File: src/rtl/uart_tx_mmio_pkg.sv
// Shared constants for the memory-mapped UART transmitter.
// Register offsets, STATUS bit positions and TX FSM encoding.
package uart_tx_mmio_pkg;

    localparam logic [1:0] UART_TXDATA = 2'd0;
    localparam logic [1:0] UART_STATUS = 2'd1;

    localparam int ST_FULL   = 0;
    localparam int ST_EMPTY  = 1;
    localparam int ST_ACTIVE = 2;
    localparam int ST_OVF    = 3;
    localparam int ST_LVL_LO = 4;
    localparam int ST_LVL_HI = 8;

    typedef enum logic [1:0] {
        S_IDLE  = 2'd0,
        S_START = 2'd1,
        S_DATA  = 2'd2,
        S_STOP  = 2'd3
    } tx_state_e;

endpackage

File: src/rtl/uart_tx_mmio_tx_fifo.sv
// Synchronous show-ahead FIFO feeding the UART transmitter.
// A push into a full FIFO is still taken when a pop happens on the same edge.
module uart_tx_mmio_tx_fifo #(
    parameter int WIDTH = 8,
    parameter int DEPTH = 4,
    parameter int LW    = $clog2(DEPTH) + 1
) (
    input  logic             clk,
    input  logic             resetn,
    input  logic             push,
    input  logic             pop,
    input  logic [WIDTH-1:0] din,
    output logic [WIDTH-1:0] dout,
    output logic             full,
    output logic             empty,
    output logic [LW-1:0]    level
);

    localparam int AW = $clog2(DEPTH);

    logic [WIDTH-1:0] r_mem [DEPTH];
    logic [AW-1:0]    r_wptr;
    logic [AW-1:0]    r_rptr;
    logic [LW-1:0]    r_level;
    logic             w_pop;
    logic             w_push;

    assign full   = (r_level == LW'(DEPTH));
    assign empty  = (r_level == '0);
    assign level  = r_level;
    assign dout   = r_mem[r_rptr];
    assign w_pop  = pop && !empty;
    assign w_push = push && (!full || w_pop);

    always_ff @(posedge clk or negedge resetn) begin
        if (!resetn) begin
            r_wptr  <= '0;
            r_rptr  <= '0;
            r_level <= '0;
        end else begin
            if (w_push) r_wptr <= r_wptr + AW'(1);
            if (w_pop)  r_rptr <= r_rptr + AW'(1);
            unique case ({w_push, w_pop})
                2'b10:   r_level <= r_level + LW'(1);
                2'b01:   r_level <= r_level - LW'(1);
                default: r_level <= r_level;
            endcase
        end
    end

    // Storage needs no reset: pointers decide what is valid
    always_ff @(posedge clk) begin
        if (w_push) r_mem[r_wptr] <= din;
    end

endmodule

File: src/rtl/uart_tx_mmio.sv
// Memory-mapped 8N1 UART transmitter with a small TX FIFO.
// Bus decode, STATUS register, baud counter and TX shift FSM.
module uart_tx_mmio
    import uart_tx_mmio_pkg::*;
#(
    parameter int CLK_FREQ_HZ = 1_000_000,
    parameter int BAUD        = 115_200,
    parameter int FIFO_DEPTH  = 4
) (
    input  logic        clk,
    input  logic        resetn,
    input  logic        io_sel,
    input  logic [31:0] mem_addr,
    input  logic [31:0] mem_wdata,
    input  logic [3:0]  mem_wmask,
    input  logic        mem_rstrb,
    output logic [31:0] mem_rdata,
    output logic        TXD,
    output logic        tx_busy
);

    localparam int DIV = CLK_FREQ_HZ / BAUD;
    localparam int BW  = $clog2(DIV);
    localparam int LW  = $clog2(FIFO_DEPTH) + 1;

    tx_state_e     r_state, w_state_nx;
    logic [BW-1:0] r_baud, w_baud_nx;
    logic [2:0]    r_bit, w_bit_nx;
    logic [7:0]    r_shift, w_shift_nx;
    logic          r_txd, w_txd_nx;
    logic          r_busy;
    logic          r_ovf;
    logic [31:0]   r_rdata;

    logic [1:0]    w_off;
    logic          w_wr_tx, w_rd, w_rd_status;
    logic          w_push_ok, w_ovf_evt, w_pop, w_last;
    logic          w_full, w_empty;
    logic [7:0]    w_dout;
    logic [LW-1:0] w_level, w_lvl_nx;
    logic [31:0]   w_status;
    logic          w_unused;

    assign w_off       = mem_addr[3:2];
    assign w_wr_tx     = io_sel && (w_off == UART_TXDATA) && mem_wmask[0];
    assign w_rd        = io_sel && mem_rstrb;
    assign w_rd_status = w_rd && (w_off == UART_STATUS);
    assign w_push_ok   = w_wr_tx && (!w_full || w_pop);
    assign w_ovf_evt   = w_wr_tx && !w_push_ok;
    assign w_last      = (r_baud == BW'(DIV - 1));
    assign w_lvl_nx    = w_level + LW'(w_push_ok) - LW'(w_pop);
    assign w_unused    = ^{mem_addr[31:4], mem_addr[1:0],
                           mem_wdata[31:8], mem_wmask[3:1]};

    assign mem_rdata = r_rdata;
    assign TXD       = r_txd;
    assign tx_busy   = r_busy;

    uart_tx_mmio_tx_fifo #(
        .WIDTH (8),
        .DEPTH (FIFO_DEPTH),
        .LW    (LW)
    ) u_fifo (
        .clk    (clk),
        .resetn (resetn),
        .push   (w_wr_tx),
        .pop    (w_pop),
        .din    (mem_wdata[7:0]),
        .dout   (w_dout),
        .full   (w_full),
        .empty  (w_empty),
        .level  (w_level)
    );

    always_comb begin
        w_status                      = '0;
        w_status[ST_FULL]             = w_full;
        w_status[ST_EMPTY]            = w_empty;
        w_status[ST_ACTIVE]           = (r_state != S_IDLE);
        w_status[ST_OVF]              = r_ovf;
        w_status[ST_LVL_HI:ST_LVL_LO] = 5'(w_level);
    end

    always_comb begin
        w_state_nx = r_state;
        w_baud_nx  = r_baud;
        w_bit_nx   = r_bit;
        w_shift_nx = r_shift;
        w_txd_nx   = r_txd;
        w_pop      = 1'b0;
        unique case (r_state)
            S_IDLE: begin
                w_txd_nx  = 1'b1;
                w_baud_nx = '0;
                if (!w_empty) begin
                    w_pop      = 1'b1;
                    w_shift_nx = w_dout;
                    w_txd_nx   = 1'b0;
                    w_state_nx = S_START;
                end
            end
            S_START: begin
                if (w_last) begin
                    w_baud_nx  = '0;
                    w_bit_nx   = '0;
                    w_txd_nx   = r_shift[0];
                    w_state_nx = S_DATA;
                end else begin
                    w_baud_nx = r_baud + BW'(1);
                end
            end
            S_DATA: begin
                if (w_last) begin
                    w_baud_nx = '0;
                    if (r_bit == 3'd7) begin
                        w_txd_nx   = 1'b1;
                        w_state_nx = S_STOP;
                    end else begin
                        w_bit_nx   = r_bit + 3'd1;
                        w_shift_nx = {1'b0, r_shift[7:1]};
                        w_txd_nx   = r_shift[1];
                    end
                end else begin
                    w_baud_nx = r_baud + BW'(1);
                end
            end
            S_STOP: begin
                if (w_last) begin
                    w_baud_nx = '0;
                    // Chain straight into the next start bit when data waits
                    if (!w_empty) begin
                        w_pop      = 1'b1;
                        w_shift_nx = w_dout;
                        w_txd_nx   = 1'b0;
                        w_state_nx = S_START;
                    end else begin
                        w_txd_nx   = 1'b1;
                        w_state_nx = S_IDLE;
                    end
                end else begin
                    w_baud_nx = r_baud + BW'(1);
                end
            end
            default: w_state_nx = S_IDLE;
        endcase
    end

    always_ff @(posedge clk or negedge resetn) begin
        if (!resetn) begin
            r_state <= S_IDLE;
            r_baud  <= '0;
            r_bit   <= '0;
            r_shift <= '0;
            r_txd   <= 1'b1;
            r_busy  <= 1'b0;
        end else begin
            r_state <= w_state_nx;
            r_baud  <= w_baud_nx;
            r_bit   <= w_bit_nx;
            r_shift <= w_shift_nx;
            r_txd   <= w_txd_nx;
            r_busy  <= (w_state_nx != S_IDLE) || (w_lvl_nx != '0);
        end
    end

    always_ff @(posedge clk or negedge resetn) begin
        if (!resetn) begin
            r_ovf   <= 1'b0;
            r_rdata <= '0;
        end else begin
            if (w_ovf_evt)        r_ovf <= 1'b1;
            else if (w_rd_status) r_ovf <= 1'b0;
            if (w_rd) r_rdata <= (w_off == UART_STATUS) ? w_status : '0;
        end
    end

endmodule

File: config.mk
export PLATFORM = sky130hd
export DESIGN_NAME = uart_tx_mmio
export DESIGN_NICKNAME = d
export VERILOG_FILES = /design/src/rtl/uart_tx_mmio_pkg.sv /design/src/rtl/uart_tx_mmio_tx_fifo.sv /design/src/rtl/uart_tx_mmio.sv
export SDC_FILE = /design/constraint.sdc
export NUM_CORES = 1
export LEC_CHECK = 0
export ABC_AREA = 1
export CORE_ASPECT_RATIO = 1.25
export CORE_UTILIZATION = 45
export CTS_BUF_LIST = sky130_fd_sc_hd__clkbuf_16
export CTS_CLUSTER_DIAMETER = 200
export DETAILED_ROUTE_END_ITERATION = 10
export HOLD_SLACK_MARGIN = 0.15
export PLACE_DENSITY = 0.78
export SYNTH_ARGS = -nofsm -noshare
export SYNTH_HDL_FRONTEND = slang
export SYNTH_SLANG_ARGS = --single-unit
File: constraint.sdc
create_clock -name clk -period 3.78 [get_ports clk]
set_clock_uncertainty 0.05 [all_clocks]
set_input_delay 0.756 -clock clk [delete_from_list [all_inputs] [get_ports clk]]
set_output_delay 0.756 -clock clk [all_outputs]
set_load 0.1 [all_outputs]
# After elaboration in Yosys (flattened, before gate mapping)
# Memory sizes are Yosys's and may differ from the RTL's.
# Index checks and enable logic that the tools add are counted.
# classes
n_eq_ne,13
addsub,8
mux,33
n_reduce_logical,28
# ops
cell,n
$mux 8,4
$pmux 8 s3,1
$pmux 3 s2,3
$mux 1,12
$mux 3,4
$mux 2,5
$reduce_bool 2->1,5
$add 3x1->3 const B,3
$eq 3x3->1 const B,3
$logic_and 1x1->1,8
$ne 2x2->1 const B,4
$pmux 2 s4,1
$reduce_and 4->1,2
$mux 7,1
$eq 2x1->1 const B,3
$eq 2x2->1 const B,3
$reduce_bool 3->1,2
$add 2x1->2 const B,2
$logic_not 2->1,2
$pmux 1 s4,1
$add 3x1->3,1
$logic_not 1->1,3
$logic_not 3->1,1
$logic_or 1x1->1,3
5 further kinds,5
# totals
memories,1
register_bits,58
output_inout_bits,34
inputBits,72
wordCells,94
ramBits,32
# mem_list
name,words,word_bits,rd,rd_ports_with_merged_regs,write_ports,line,text
u_fifo.r_mem,4,8,1,0,1,uart_tx_mmio_tx_fifo.sv:21,logic [WIDTH-1:0] r_mem [DEPTH];

# Logic depth before layout (Yosys ltp)
# depth
depth_word,10
ltp_mapped,15

# Cells and area by module
# From an unflattened synthesis, not the netlist that was laid out.
# hier_totals
cells_unflattened,356
area_unflattened_um2,3413.3
# modules_own_cells
mod,cells_each,instances,seq_area_each_um2,area_each_um2
uart_tx_mmio_tx_fifo,148,1,1136.1,1715.4
uart_tx_mmio,208,1,651.9,1697.9

# Least setup slack after synthesis
# No wires, ideal clock.
# synth_timing
path_kind,register to register
start,register r_baud[0]
end,"register r_busy, in the netlist tx_busy"
stages_incl_launch_ff,15
t_required_ns,3.611
n_path_buf,0
t_arrival_ns,2.188
synth_period_minus_slack_ns,2.356
setup_slack_ns,1.424
path_cell_list,dfrtp_1 -> ha_1 -> ha_1 -> nand2_1 -> nand2_1 -> nand3_1 -> inv_1 -> nand2_1 -> nand2_1 -> ha_1 -> fa_1 -> nor2_1 -> nand3_1 -> nor2_1 -> nand2_1
# synth_between
elab_chain_cells,9
word_cells_on_any_way,14
# synth_rtl
item,line,text
from (decl),uart_tx_mmio.sv:27,"logic [BW-1:0] r_baud, w_baud_nx;"
from (signal assigned),uart_tx_mmio.sv:158,r_baud <= w_baud_nx;
$eq 3x3->1 (*),uart_tx_mmio.sv:50,assign w_last = (r_baud == BW'(DIV - 1));
$mux 1,uart_tx_mmio.sv:128,if (w_last) begin
$pmux 1 s2,uart_tx_mmio.sv:91,unique case (r_state)
$logic_or 1x1->1,uart_tx_mmio.sv:48,assign w_push_ok = w_wr_tx && (!w_full || w_pop);
$logic_and 1x1->1,uart_tx_mmio.sv:48,
$add 3x1->3,uart_tx_mmio.sv:51,assign w_lvl_nx = w_level + LW'(w_push_ok) - LW'(w_pop);
$sub 3x1->3,uart_tx_mmio.sv:51,
$reduce_bool 3->1,uart_tx_mmio.sv:162,r_busy <= (w_state_nx != S_IDLE) || (w_lvl_nx != '0);
$logic_or 1x1->1 (*),uart_tx_mmio.sv:162,
to (signal assigned),uart_tx_mmio.sv:162,
to (decl),uart_tx_mmio.sv:31,logic r_busy;
# Mark *: on every way between the ends. The rest lies on a longest branch, timed or not.
# A chain may end at the register's enable or synchronous reset.

# Worst setup path in the final report
# layout_timing
start,"register r_txd, in the netlist TXD"
end,output TXD
# layout_rtl
item,line,text
from (decl),uart_tx_mmio.sv:30,"logic r_txd, w_txd_nx;"
from (signal assigned),uart_tx_mmio.sv:161,r_txd <= w_txd_nx;
to (decl),uart_tx_mmio.sv:18,"output logic TXD,"
# No word-level cell between the ends.

==> impl_metrics.ini <==
[clock_network]
tritoncts_num_sinks = 65
tritoncts.num_buffers = 9
post_cts_resize_count = 0
clock_tree.buffer_depth = 2
post-cts-setup-buffer-count = 0
tritoncts = built
clkTransAtPathRegs_ns = 0.06
cts-root-buf = clkbuf_16
ctsHoldBuffers = 0
cts_max_level = 3
insertion_delay_ns = 0.33

[detailed_routing]
route.detailed.wl_per_inst_um = 12.0
dr_total_vias = 2323
drc = 0
final_wirelength_um = 5710
firstDrtPassIters = 4
ant_nets = 0
iteration_0_drc_markers = 125
routed_via_density = 4.89

[synth]
combinational_family_with_the_most_area_after_synthesis = simple AND/OR/NAND/NOR gates
synthMostInstantiatedCell = nand2_1
yosys.area_share.xor_xnor = 0.0106
post_synth_num_cell_types = 30
synth_enable_flop_cells = 32
synth.yosys.warnings = 0
netlist.area_leader.share = 0.291
synthesized_area_fraction_occupied_by_and_or_nand_nor_cells = 0.227
synth.top_cells.by_count = 118 x nand2_1, 32 x dfrtp_1, 32 x edfxtp_1
ys_seq_elements = 65
biggest_area_contributors_in_the_synthesized_netlist = edfxtp_1 29%, dfrtp_1 24%, nand2_1 13%
mux_cell_area_share_after_synthesis = 0
asyncSetResetFlopFracSynth = 0.508
synth_top_flop_cell = edfxtp_1
syn-instance-count = 353
synth_compound_gate_area_share = 0.0420
mappedNetlistArea_um2 = 3300
synth_adder_area_share = 0.0689
share_of_the_yosys_chip_area_belonging_to_registers = 0.541
synth_area_per_cell_um2 = 9.36
synth_top_area_cell = edfxtp_1

[worst_setup_path]
cpMaxStageDelayCell = clkdlybuf4s50_1
crit_path_max_incr_delay_ns = 1.12
worstSetupPathType = flip-flop to output pin
timing.critical_path.max_delay_family = buffers and inverters
path_buf_inv = 1
path_cells = clkdlybuf4s50_1
worstPathArrival_ns = 1.97
required_ns = 2.97
worst-path-max-fanout = 2
endpoint_kind = output pin
startpoint_type = flip-flop

[global_routing]
grt_use_total = 0.166
number_of_antenna_violations_at_the_first_check_in_global_routing = 0
grt_pass1_wl_um = 9710
via_count_of_the_first_global_routing_pass = 2272
grt_max_degree = 34
grt.overflow.total = 0

[timing]
tightest_slew_ns = 0.970
fin_crit_ns = 2.78
slew_headroom = 0.352
final-max-slew-violation-count = 0
report.final.setup_viol = 0
fin_tns_setup_ns = 0
finalHoldViolCount = 0
finalCritPeriodShare = 0.734
rsz0062_at_grt = false
holdWs_ns = 0.390
maxClockFrequency_mhz = 360

[place]
place_hpwl_um = 3880
globalplace.congestion = 0.790
place.detailed.instances = 459
portbufs = 23
postPlaceCellArea_um2 = 3500

[power_and_ir_drop]
power.density_nw_per_um2 = 534
vdd.ir_drop.worst_mv = 0.447
cellLeakagePower_uw = 0.00173

[min_path]
hp-class = flip-flop to flip-flop

[floorplanning]
initial_cell_density_of_the_core = 0.471
core_area_um2 = 7020
fp.dieArea_um2 = 7690
num_io_pins = 106
row_count = 34
die_h_um = 97.8
floorplan.die.width_um = 78.6

[run_status]
outcome = finished, final reports clean

[layout]
num_antenna_cells = 0
layout_stage_area_growth_over_the_synthesis_result_pct = 14.5
finalNonFillerCells = 475
num-nets-final = 469
final_layout_size_suffix_gt1_frac = 0.0831
filler_cell_count = 628
post-route-cell-area_um2 = 3780

[run]
maxCapViolations = 0
[layer usage]
metal,part of all wire,vias to the layer above,GRT usage
met5,0,-,0
li1,-,1136,-
met2,0.52,89,0.283
met3,0.051,20,0.0495
met1,0.40,1078,0.170
met4,0.028,0,0.120
[kinds of logic after synthesis]
family / after synthesis
XOR/XNOR: 4
AND/OR/NAND/NOR: 179
AO/OA/AOI/OAI: 23
other: 1
flip-flops: 65
buffers and inverters: 64
adder cells (fa/ha/maj): 17
[final timing paths]
check                           from          endpoint  slack [ns]  cells past startpoint
max                              TXD               TXD        1.00                      1
min                        r_baud[0]         r_baud[0]        0.39                      1
max reg2reg                r_baud[0]           tx_busy        1.03                     14
min reg2reg                r_baud[0]         r_baud[0]        0.39                      1
max in group asynchronous     resetn               TXD        2.56                      2
min in group asynchronous     resetn  u_fifo.r_wptr[0]        0.79                      2
[area by class of cell]
| cell class | instances | area (um^2) | share of cell area |
|---|---|---|---|
| Sequential cell | 65 | 1790 | 0.473 |
| Multi-Input combinational cell | 248 | 1250 | 0.329 |
| Timing Repair Buffer | 24 | 238 | 0.0628 |
| Clock buffer | 9 | 225 | 0.0595 |
| Inverter | 32 | 120 | 0.0317 |
| Tap cell | 90 | 113 | 0.0298 |
| Clock inverter | 7 | 53.8 | 0.0142 |
[cell usage in the layout, fill, tap and decap left out, types with 5 or more instances in the layout]
cell / count
edfxtp_1: 32
ha_1: 15
dfrtp_1: 32
nand2_1: 118
inv_1: 26
nor2_1: 23
inv_2: 5
nand3_1: 27
clkbuf_16: 9
clkdlybuf4s50_1: 23
conb_1: 25
o21ai_0: 15
[state kept, by name, summed over array words and instances, names as in the netlist]
name / cells
tx_busy: 1
r_shift: 8
mem_rdata: 7
u_fifo.r_wptr: 2
TXD: 1
r_bit: 3
r_state: 2
r_ovf: 1
r_baud: 3
u_fifo.r_mem: 32
u_fifo.level: 3
u_fifo.r_rptr: 2
[per-stage QoR]
| stage | utilization | setup slack (ns) | total power, uW |
|---|---|---|---|
| final | 0.539 | 1.00 | 2020 |
| after global routing | 0.539 | 0.858 | 2110 |
| after CTS | 0.539 | 0.990 | 2040 |
| after detailed placement | 0.499 | 0.696 | 1270 |
| after global placement | 0.499 | 0.767 | 1260 |
| after floorplan | - | 1.42 | 1190 |
[report_power, final]
group | internal [uW] | switching, uW | total, uW
registers | 793 | 40.5 | 834
logic | 101 | 324 | 424
clock network | 448 | 315 | 764
total | 1340 | 680 | 2020
Note: power is estimated with default switching activity, not from simulation.
